===== config.mk =====
export PLATFORM = sky130hd
export DESIGN_NAME = gray_sel_seq_flat
export DESIGN_NICKNAME = d
export VERILOG_FILES = /design/src/rtl/gray_sel_seq_if.sv /design/src/rtl/gray_sel_seq.sv /design/src/flat_wrapper.sv
export SDC_FILE = /design/constraint.sdc
export NUM_CORES = 1
export LEC_CHECK = 0
export CORE_AREA = 2 2 39 41
export DETAILED_ROUTE_END_ITERATION = 10
export DIE_AREA = 0 0 41 43
export HOLD_SLACK_MARGIN = 0.12
export PLACE_DENSITY = 0.63
export SYNTH_ARGS = -nofsm -noshare
export SYNTH_HDL_FRONTEND = slang
export SYNTH_SLANG_ARGS = --single-unit

===== constraint.sdc =====
create_clock -name clk -period 2.2 [get_ports clk]
set_input_delay 0.44 -clock clk [delete_from_list [all_inputs] [get_ports clk]]
set_output_delay 0.44 -clock clk [all_outputs]
set_load 0.02 [all_outputs]

===== src/rtl/gray_sel_seq_if.sv =====
// Select-stream bundle between the Gray select sequencer and its consumer.
// The master side drives sel/sel_valid/idx/wrap/done; the slave side drives control and sel_ready.
interface gray_sel_seq_if #(
    parameter int KW = 2
);
    logic          start;
    logic          stop;
    logic          dir;
    logic          cont;
    logic          load;
    logic [KW-1:0] load_idx;
    logic          sel_ready;
    logic [KW-1:0] sel;
    logic          sel_valid;
    logic [KW-1:0] idx;
    logic          wrap;
    logic          done;

    modport master (
        input  start, stop, dir, cont, load, load_idx, sel_ready,
        output sel, sel_valid, idx, wrap, done
    );

    modport slave (
        output start, stop, dir, cont, load, load_idx, sel_ready,
        input  sel, sel_valid, idx, wrap, done
    );
endinterface


===== src/rtl/gray_sel_seq.sv =====
// Gray-coded select sequencer (key 0 = no selection); all outputs registered, one cycle after start/handshake.
// Backpressure: while sel_ready is low, sel, idx and sel_valid hold indefinitely.
module gray_sel_seq #(
    parameter int NR = 3,
    parameter int KW = 2
) (
    input  logic               clk,
    input  logic               rst_n,
    gray_sel_seq_if.master     bus
);
    typedef enum logic {
        IDLE = 1'b0,
        RUN  = 1'b1
    } state_t;

    localparam logic [KW-1:0] LAST = KW'(NR - 1);

    function automatic logic [KW-1:0] gray(input logic [KW-1:0] x);
        return x ^ (x >> 1);
    endfunction

    state_t        state_q, state_d;
    logic [KW-1:0] idx_q, idx_d;
    logic [KW-1:0] sel_q, sel_d;
    logic          sel_valid_q, sel_valid_d;
    logic          wrap_q, wrap_d;
    logic          done_q, done_d;

    logic [KW-1:0] load_clamped;
    logic [KW-1:0] next_idx;
    logic          terminal;
    logic          step;

    always_comb begin
        load_clamped = (bus.load_idx > LAST) ? LAST : bus.load_idx;
        terminal     = bus.dir ? (idx_q == '0) : (idx_q == LAST);
        if (bus.dir) begin
            next_idx = (idx_q == '0) ? LAST : idx_q - KW'(1);
        end else begin
            next_idx = (idx_q == LAST) ? '0 : idx_q + KW'(1);
        end
        step = (state_q == RUN) && sel_valid_q && bus.sel_ready && !bus.stop && !bus.load;
    end

    always_comb begin
        state_d = state_q;
        idx_d   = idx_q;
        wrap_d  = 1'b0;
        done_d  = 1'b0;

        // load pre-empts both start and stepping; stop still forces IDLE
        if (bus.load) begin
            idx_d = load_clamped;
        end

        case (state_q)
            IDLE: begin
                if (bus.start && !bus.stop && !bus.load) begin
                    state_d = RUN;
                end
            end
            RUN: begin
                if (bus.stop) begin
                    state_d = IDLE;
                end else if (step) begin
                    idx_d = next_idx;
                    if (terminal) begin
                        if (bus.cont) begin
                            wrap_d = 1'b1;
                        end else begin
                            done_d  = 1'b1;
                            state_d = IDLE;
                        end
                    end
                end
            end
            default: state_d = IDLE;
        endcase

        // idx+1 never exceeds 2^KW-1, so the key is nonzero whenever valid
        sel_valid_d = (state_d == RUN);
        sel_d       = sel_valid_d ? gray(idx_d + KW'(1)) : '0;
    end

    always_ff @(posedge clk or negedge rst_n) begin
        if (!rst_n) begin
            state_q     <= IDLE;
            idx_q       <= '0;
            sel_q       <= '0;
            sel_valid_q <= 1'b0;
            wrap_q      <= 1'b0;
            done_q      <= 1'b0;
        end else begin
            state_q     <= state_d;
            idx_q       <= idx_d;
            sel_q       <= sel_d;
            sel_valid_q <= sel_valid_d;
            wrap_q      <= wrap_d;
            done_q      <= done_d;
        end
    end

    assign bus.sel       = sel_q;
    assign bus.sel_valid = sel_valid_q;
    assign bus.idx       = idx_q;
    assign bus.wrap      = wrap_q;
    assign bus.done      = done_q;
endmodule


===== src/flat_wrapper.sv =====
// flat-port wrapper written by rule: the top's interface ports become plain ports
module gray_sel_seq_flat 
#(
    parameter int NR = 3,
    parameter int KW = 2
)
  (clk, rst_n, bus_start, bus_stop, bus_dir, bus_cont, bus_load, bus_load_idx, bus_sel_ready, bus_sel, bus_sel_valid, bus_idx, bus_wrap, bus_done);
  gray_sel_seq_if #(.KW(KW)) bus_i ();
  input  logic clk;
  input  logic rst_n;
  input wire logic [$bits(bus_i.start)-1:0] bus_start;
  input wire logic [$bits(bus_i.stop)-1:0] bus_stop;
  input wire logic [$bits(bus_i.dir)-1:0] bus_dir;
  input wire logic [$bits(bus_i.cont)-1:0] bus_cont;
  input wire logic [$bits(bus_i.load)-1:0] bus_load;
  input wire logic [$bits(bus_i.load_idx)-1:0] bus_load_idx;
  input wire logic [$bits(bus_i.sel_ready)-1:0] bus_sel_ready;
  output wire logic [$bits(bus_i.sel)-1:0] bus_sel;
  output wire logic [$bits(bus_i.sel_valid)-1:0] bus_sel_valid;
  output wire logic [$bits(bus_i.idx)-1:0] bus_idx;
  output wire logic [$bits(bus_i.wrap)-1:0] bus_wrap;
  output wire logic [$bits(bus_i.done)-1:0] bus_done;
  assign bus_i.start = bus_start;
  assign bus_i.stop = bus_stop;
  assign bus_i.dir = bus_dir;
  assign bus_i.cont = bus_cont;
  assign bus_i.load = bus_load;
  assign bus_i.load_idx = bus_load_idx;
  assign bus_i.sel_ready = bus_sel_ready;
  assign bus_sel = bus_i.sel;
  assign bus_sel_valid = bus_i.sel_valid;
  assign bus_idx = bus_i.idx;
  assign bus_wrap = bus_i.wrap;
  assign bus_done = bus_i.done;
  gray_sel_seq #(.NR(NR), .KW(KW)) u_core (.clk(clk), .rst_n(rst_n), .bus(bus_i));
endmodule

# Word level (Yosys, flattened, before mapping)
# Cells that the tools add are included.
[word_totals] ff_bits=7
[op_classes] n_addsub=3 magnitude_cmp=1 eq_ne=1 n_mux=25 bitwise_logic=2 n_reduce_logical=8
[op_table] cell="2-bit 2-to-1 mux" count=9
[op_table] cell="1-bit 2-to-1 mux" count=15
[op_table] cell="1-bit logical AND" count=5
[op_table] cell="2-bit by 1-bit adder with 2-bit output (second input constant)" count=2
[op_table] cell="2-bit equality test (second input constant)" count=1
[op_table] cell="2-bit > comparator (second input constant)" count=1
[op_table] cell="1-bit zero test" count=2
[op_table] cell="2-bit zero test" count=1
[op_table] cell="1-bit case mux with 2 select lines" count=1
[op_table] cell="2-bit by 1-bit subtractor with 2-bit output (second input constant)" count=1
[op_table] cell="2-bit by 1-bit bitwise XOR with 2-bit output" count=1
[op_table] cell="1-bit NOT" count=1

# Logic depth before layout (Yosys ltp)
[logic_depth] depth_word=9 mapped_depth=6 mapped_depth_nobuf=6

# Least setup slack after synthesis
# No wires, ideal clock.
[synth_path] path_type="reg2reg" start="register u_core.idx_q[0] (netlist: u_core.bus.idx[0])" end="register u_core.sel_q[1] (netlist: u_core.bus.sel[1])" setup_ns=0.079 arrival_ns=1.766 slack_ns=0.355 path_stages_with_launch=7 n_path_buf=0 period_less_slack_ns=1.845 path_cell_list="dfrtp_1 > inv_1 > ha_1 > mux2_4 > a221oi_4 > or3b_1 > mux2i_1"
[synth_rtl] element="start, declared" line_no="gray_sel_seq.sv:23" rtl="logic [KW-1:0] idx_q, idx_d;"
[synth_rtl] element="start signal, assigned" line_no="gray_sel_seq.sv:95" rtl="idx_q <= idx_d;"
[synth_rtl] element="2-bit equality test or 2-bit zero test (tied branches)" line_no="gray_sel_seq.sv:36" rtl="terminal = bus.dir ? (idx_q == '0) : (idx_q == LAST);"
[synth_rtl] element="1-bit 2-to-1 mux (*)" line_no="gray_sel_seq.sv:36"
[synth_rtl] element="1-bit 2-to-1 mux (*)" line_no="gray_sel_seq.sv:67" rtl="if (terminal) begin"
[synth_rtl] element="1-bit 2-to-1 mux (*)" line_no="gray_sel_seq.sv:65" rtl="end else if (step) begin"
[synth_rtl] element="1-bit 2-to-1 mux (*)" line_no="gray_sel_seq.sv:63" rtl="if (bus.stop) begin"
[synth_rtl] element="1-bit case mux with 2 select lines (*)" line_no="gray_sel_seq.sv:56" rtl="case (state_q)"
[synth_rtl] element="net u_core.sel_valid_d" line_no="gray_sel_seq.sv:25" rtl="logic sel_valid_q, sel_valid_d;"
[synth_rtl] element="2-bit 2-to-1 mux (*)" line_no="gray_sel_seq.sv:82" rtl="sel_d = sel_valid_d ? gray(idx_d + KW'(1)) : '0;"
[synth_rtl] element="net u_core.sel_d[1]" line_no="gray_sel_seq.sv:24" rtl="logic [KW-1:0] sel_q, sel_d;"
[synth_rtl] element="end signal, assigned" line_no="gray_sel_seq.sv:96" rtl="sel_q <= sel_d;"
[synth_rtl] element="end, declared" line_no="gray_sel_seq.sv:24"
# The timed path passes the listed nets; every way through them passes the cells marked *.

# Worst setup path after layout
# Same ends and word-level chain as after synthesis.

==> results.tsv <==
stage	metric	value	unit
routing	vias	349	
critical_path	r2r_end	u_core.bus.sel[1]	
power	total_power	0.355	mW
critical_path	cp.arrival	2.04	ns
critical_path	crit_type	reg2reg	
logic_synthesis	synth-compound-area-share	0.136	
timing	fmax	537	MHz
timing	relSlewSlack	0.791	
routing	wl_met2	472	um
logic_synthesis	syn_area	440	um2
place	dpl.hpwl	690	um
clock_network	clockBufferDepth	2	
logic_synthesis	ys_seq_elements	7	
critical_path	r2r_cells	6	
timing	rsz0062_at_grt	no	
logic_synthesis	yosysTopAreaCell	dfrtp_1	
critical_path	endpoint_kind	flop	
routing	dr.pass1.iters	2	
die	die_x	41	um
logic_synthesis	synthDominantCellAreaShare	0.398	
critical_path	regToRegSetupSlack	0.34	ns
power	cellPowerDensity	537	nW/um2
routing	antenna_left	0	
logic_synthesis	ys_warn_count	0	
routing	met1Wirelength	363	um
routing	met3WireLength	55	um
routing	maxUsedRoutingLayer	met4	
die	start_util	0.318	
clock_network	root_buffer	clkbuf_4	
final_layout	final_nets	76	
power	p_leak	0.310	nW
clock_network	cts.clk_slew.worst_paths	0.05	ns
die	ioPinCount	17	
die	row_count	14	
logic_synthesis	synth_cell_types	20	
die	dieHeight	43	um
die	coreArea	1380	um2
timing	slew_viol_final	0	
clock_network	clock_latency	0.25	ns
clock_network	cts_tree	yes	
logic_synthesis	syn_area_per_cell	11.6	um2
timing	fin_crit	1.86	ns
flow_run	maxCapViolCount	0	
timing	min_period_over_period	0.847	
timing	finalSetupTns	0	ns
run_status	outcome	finished, final reports clean	
critical_path	cp_max_fo	4	
timing	hold_viol_final	0	
logic_synthesis	post-synth-top-count-cell	dfrtp_1	
clock_network	post_cts.repair.setup_buffers	0	
place	portBuffers	16	
place	gp_congestion	0.741	
global_routing	grt_start_max_net_pins	8	
routing	drcViolationCount	0	
global_routing	grt.total_usage	0.126	
clock_network	htreeDepth	1	
logic_synthesis	synthTopCellsByArea	dfrtp_1 (40%), ha_1 (14%), a221oi_4 (6.0%)	
global_routing	grt_overflow	0	
timing	finClkSkew	0.00250	ns
logic_synthesis	synth_fa_ha_area_frac	0.142	
timing	setup_violations	0	
logic_synthesis	synth.area.mux_share	0.0795	
routing	via_per_inst	4.59	
critical_path	r2r-start	u_core.bus.idx[0]	
routing	wl_per_cell	12.1	um
clock_network	cts_resized	0	
global_routing	grt_pass1_vias	347	
worst_hold_path	hold_class	in2async	
logic_synthesis	synthCells	38	
logic_synthesis	synth_xor_area_frac	0	
logic_synthesis	synth_top_family_by_area	simple AND/OR/NAND/NOR gates	
logic_synthesis	synth_common_cells	dfrtp_1 (7), ha_1 (5), inv_1 (5)	
logic_synthesis	yosysSeqAreaShare	0.398	
logic_synthesis	async_reset_ff_frac	1.00	
routing	drt_iter0_markers	1	
final_layout	drive_gt1_frac	0.183	
global_routing	grt_antenna_before_repair	0	
critical_path	startpoint_type	flop	
logic_synthesis	synthFlopType	dfrtp_1	
clock_network	cts-buffers-inserted	3	
logic_synthesis	synth_nets	53	
final_layout	diodes	0	
critical_path	cp.required	2.37	ns
logic_synthesis	synth_edf_count	0	
die	die-area	1760	um2
power	peakVddDrop	162	uV
routing	drt-total-wl	918	um
clock_network	hold_buffers	0	
clock_network	cts_sinks	7	
timing	worst_pin_slew	0.311	ns
logic_synthesis	synthSimpleGateAreaFrac	0.202	
global_routing	grt_pass1_wl	1.46	mm
final_layout	syn_to_final_growth	50.3	%
[state kept, by name (all words and copies together), names as in the netlist]
register and cells:
u_core.bus.done 1, u_core.bus.idx 2, u_core.bus.wrap 1, u_core.state_q 1
u_core.bus.sel 2
[placed cells by master, fill, tap and decap left out]
cell type / count
and4bb_1: 2
clkbuf_4: 3
clkbuf_1: 1
nand2_1: 2
buf_4: 2
a21oi_1: 1
a221oi_4: 1
and3_2: 1
inv_1: 5
mux2i_1: 2
and2b_2: 1
clkdlybuf4s50_1: 16
dfrtp_1: 7
o21ai_0: 1
nor2_1: 2
or2b_4: 1
or2_2: 1
a221oi_1: 1
ha_1: 5
mux2_4: 1
or3b_1: 1
a21boi_0: 1
nor2b_1: 1
a211oi_1: 1
[how the worst max path moves through the flow]
stage / slack, ns / end / from
5_1_grt: 0.21 / u_core.bus.sel[1] / u_core.bus.idx[0]
2_1_floorplan: 0.36 / u_core.bus.sel[1] / u_core.bus.idx[0]
6_report: 0.34 / u_core.bus.sel[1] / u_core.bus.idx[0]
3_3_place_gp: 0.13 / u_core.bus.sel[1] / bus_dir
3_5_place_dp: 0.11 / u_core.bus.sel[1] / bus_dir
4_1_cts: 0.32 / u_core.bus.sel[1] / u_core.bus.idx[0]
[cell type report]
type	instances	area (um2)
Clock buffer	4	26.3
Fill cell	141	722
Inverter	5	18.8
Multi-Input combinational cell	26	246
Sequential cell	7	175
Tap cell	16	20.0
Timing Repair Buffer	18	175
[critical path, stage by stage, from the launching register on]
cell and delay, ns:
dfrtp_1 0.42, inv_1 0.12, ha_1 0.21, mux2_4 0.29, a221oi_4 0.26, or3b_1 0.37, mux2i_1 0.13
[metrics by stage]
stage                     worst slack (ns)  hold slack (ns)   util  area [um2]  instances
after floorplan                      0.355            0.144      -         440         38
final                                0.337            0.436  0.478         662         76
after global placement               0.134            0.602  0.459         636         72
after CTS                            0.316            0.438  0.478         662         76
after global routing                 0.209            0.466  0.478         662         76
after detailed placement             0.114            0.608  0.459         636         72
[report_power, final]
group | switching [mW] | total [mW] | internal [mW]
registers | 0.00740 | 0.144 | 0.137
logic | 0.0430 | 0.0958 | 0.0528
clock network | 0.0463 | 0.115 | 0.0691
[kinds of logic (layout without fill, tap and decap cells)]
logic type	after synthesis	count (layout)
AO/OA/AOI/OAI	6	6
adder cells (fa/ha/maj)	5	5
buffers and inverters	5	27
flip-flops	7	7
multiplexers	3	3
AND/OR/NAND/NOR	12	12
[layer usage]
metal	GRT usage	up-vias
met5	0	-
li1	-	173
met2	0.206	14
met1	0.142	160
met3	0.0157	2
met4	0.0800	0
Note: power is estimated with default switching activity, not from simulation.
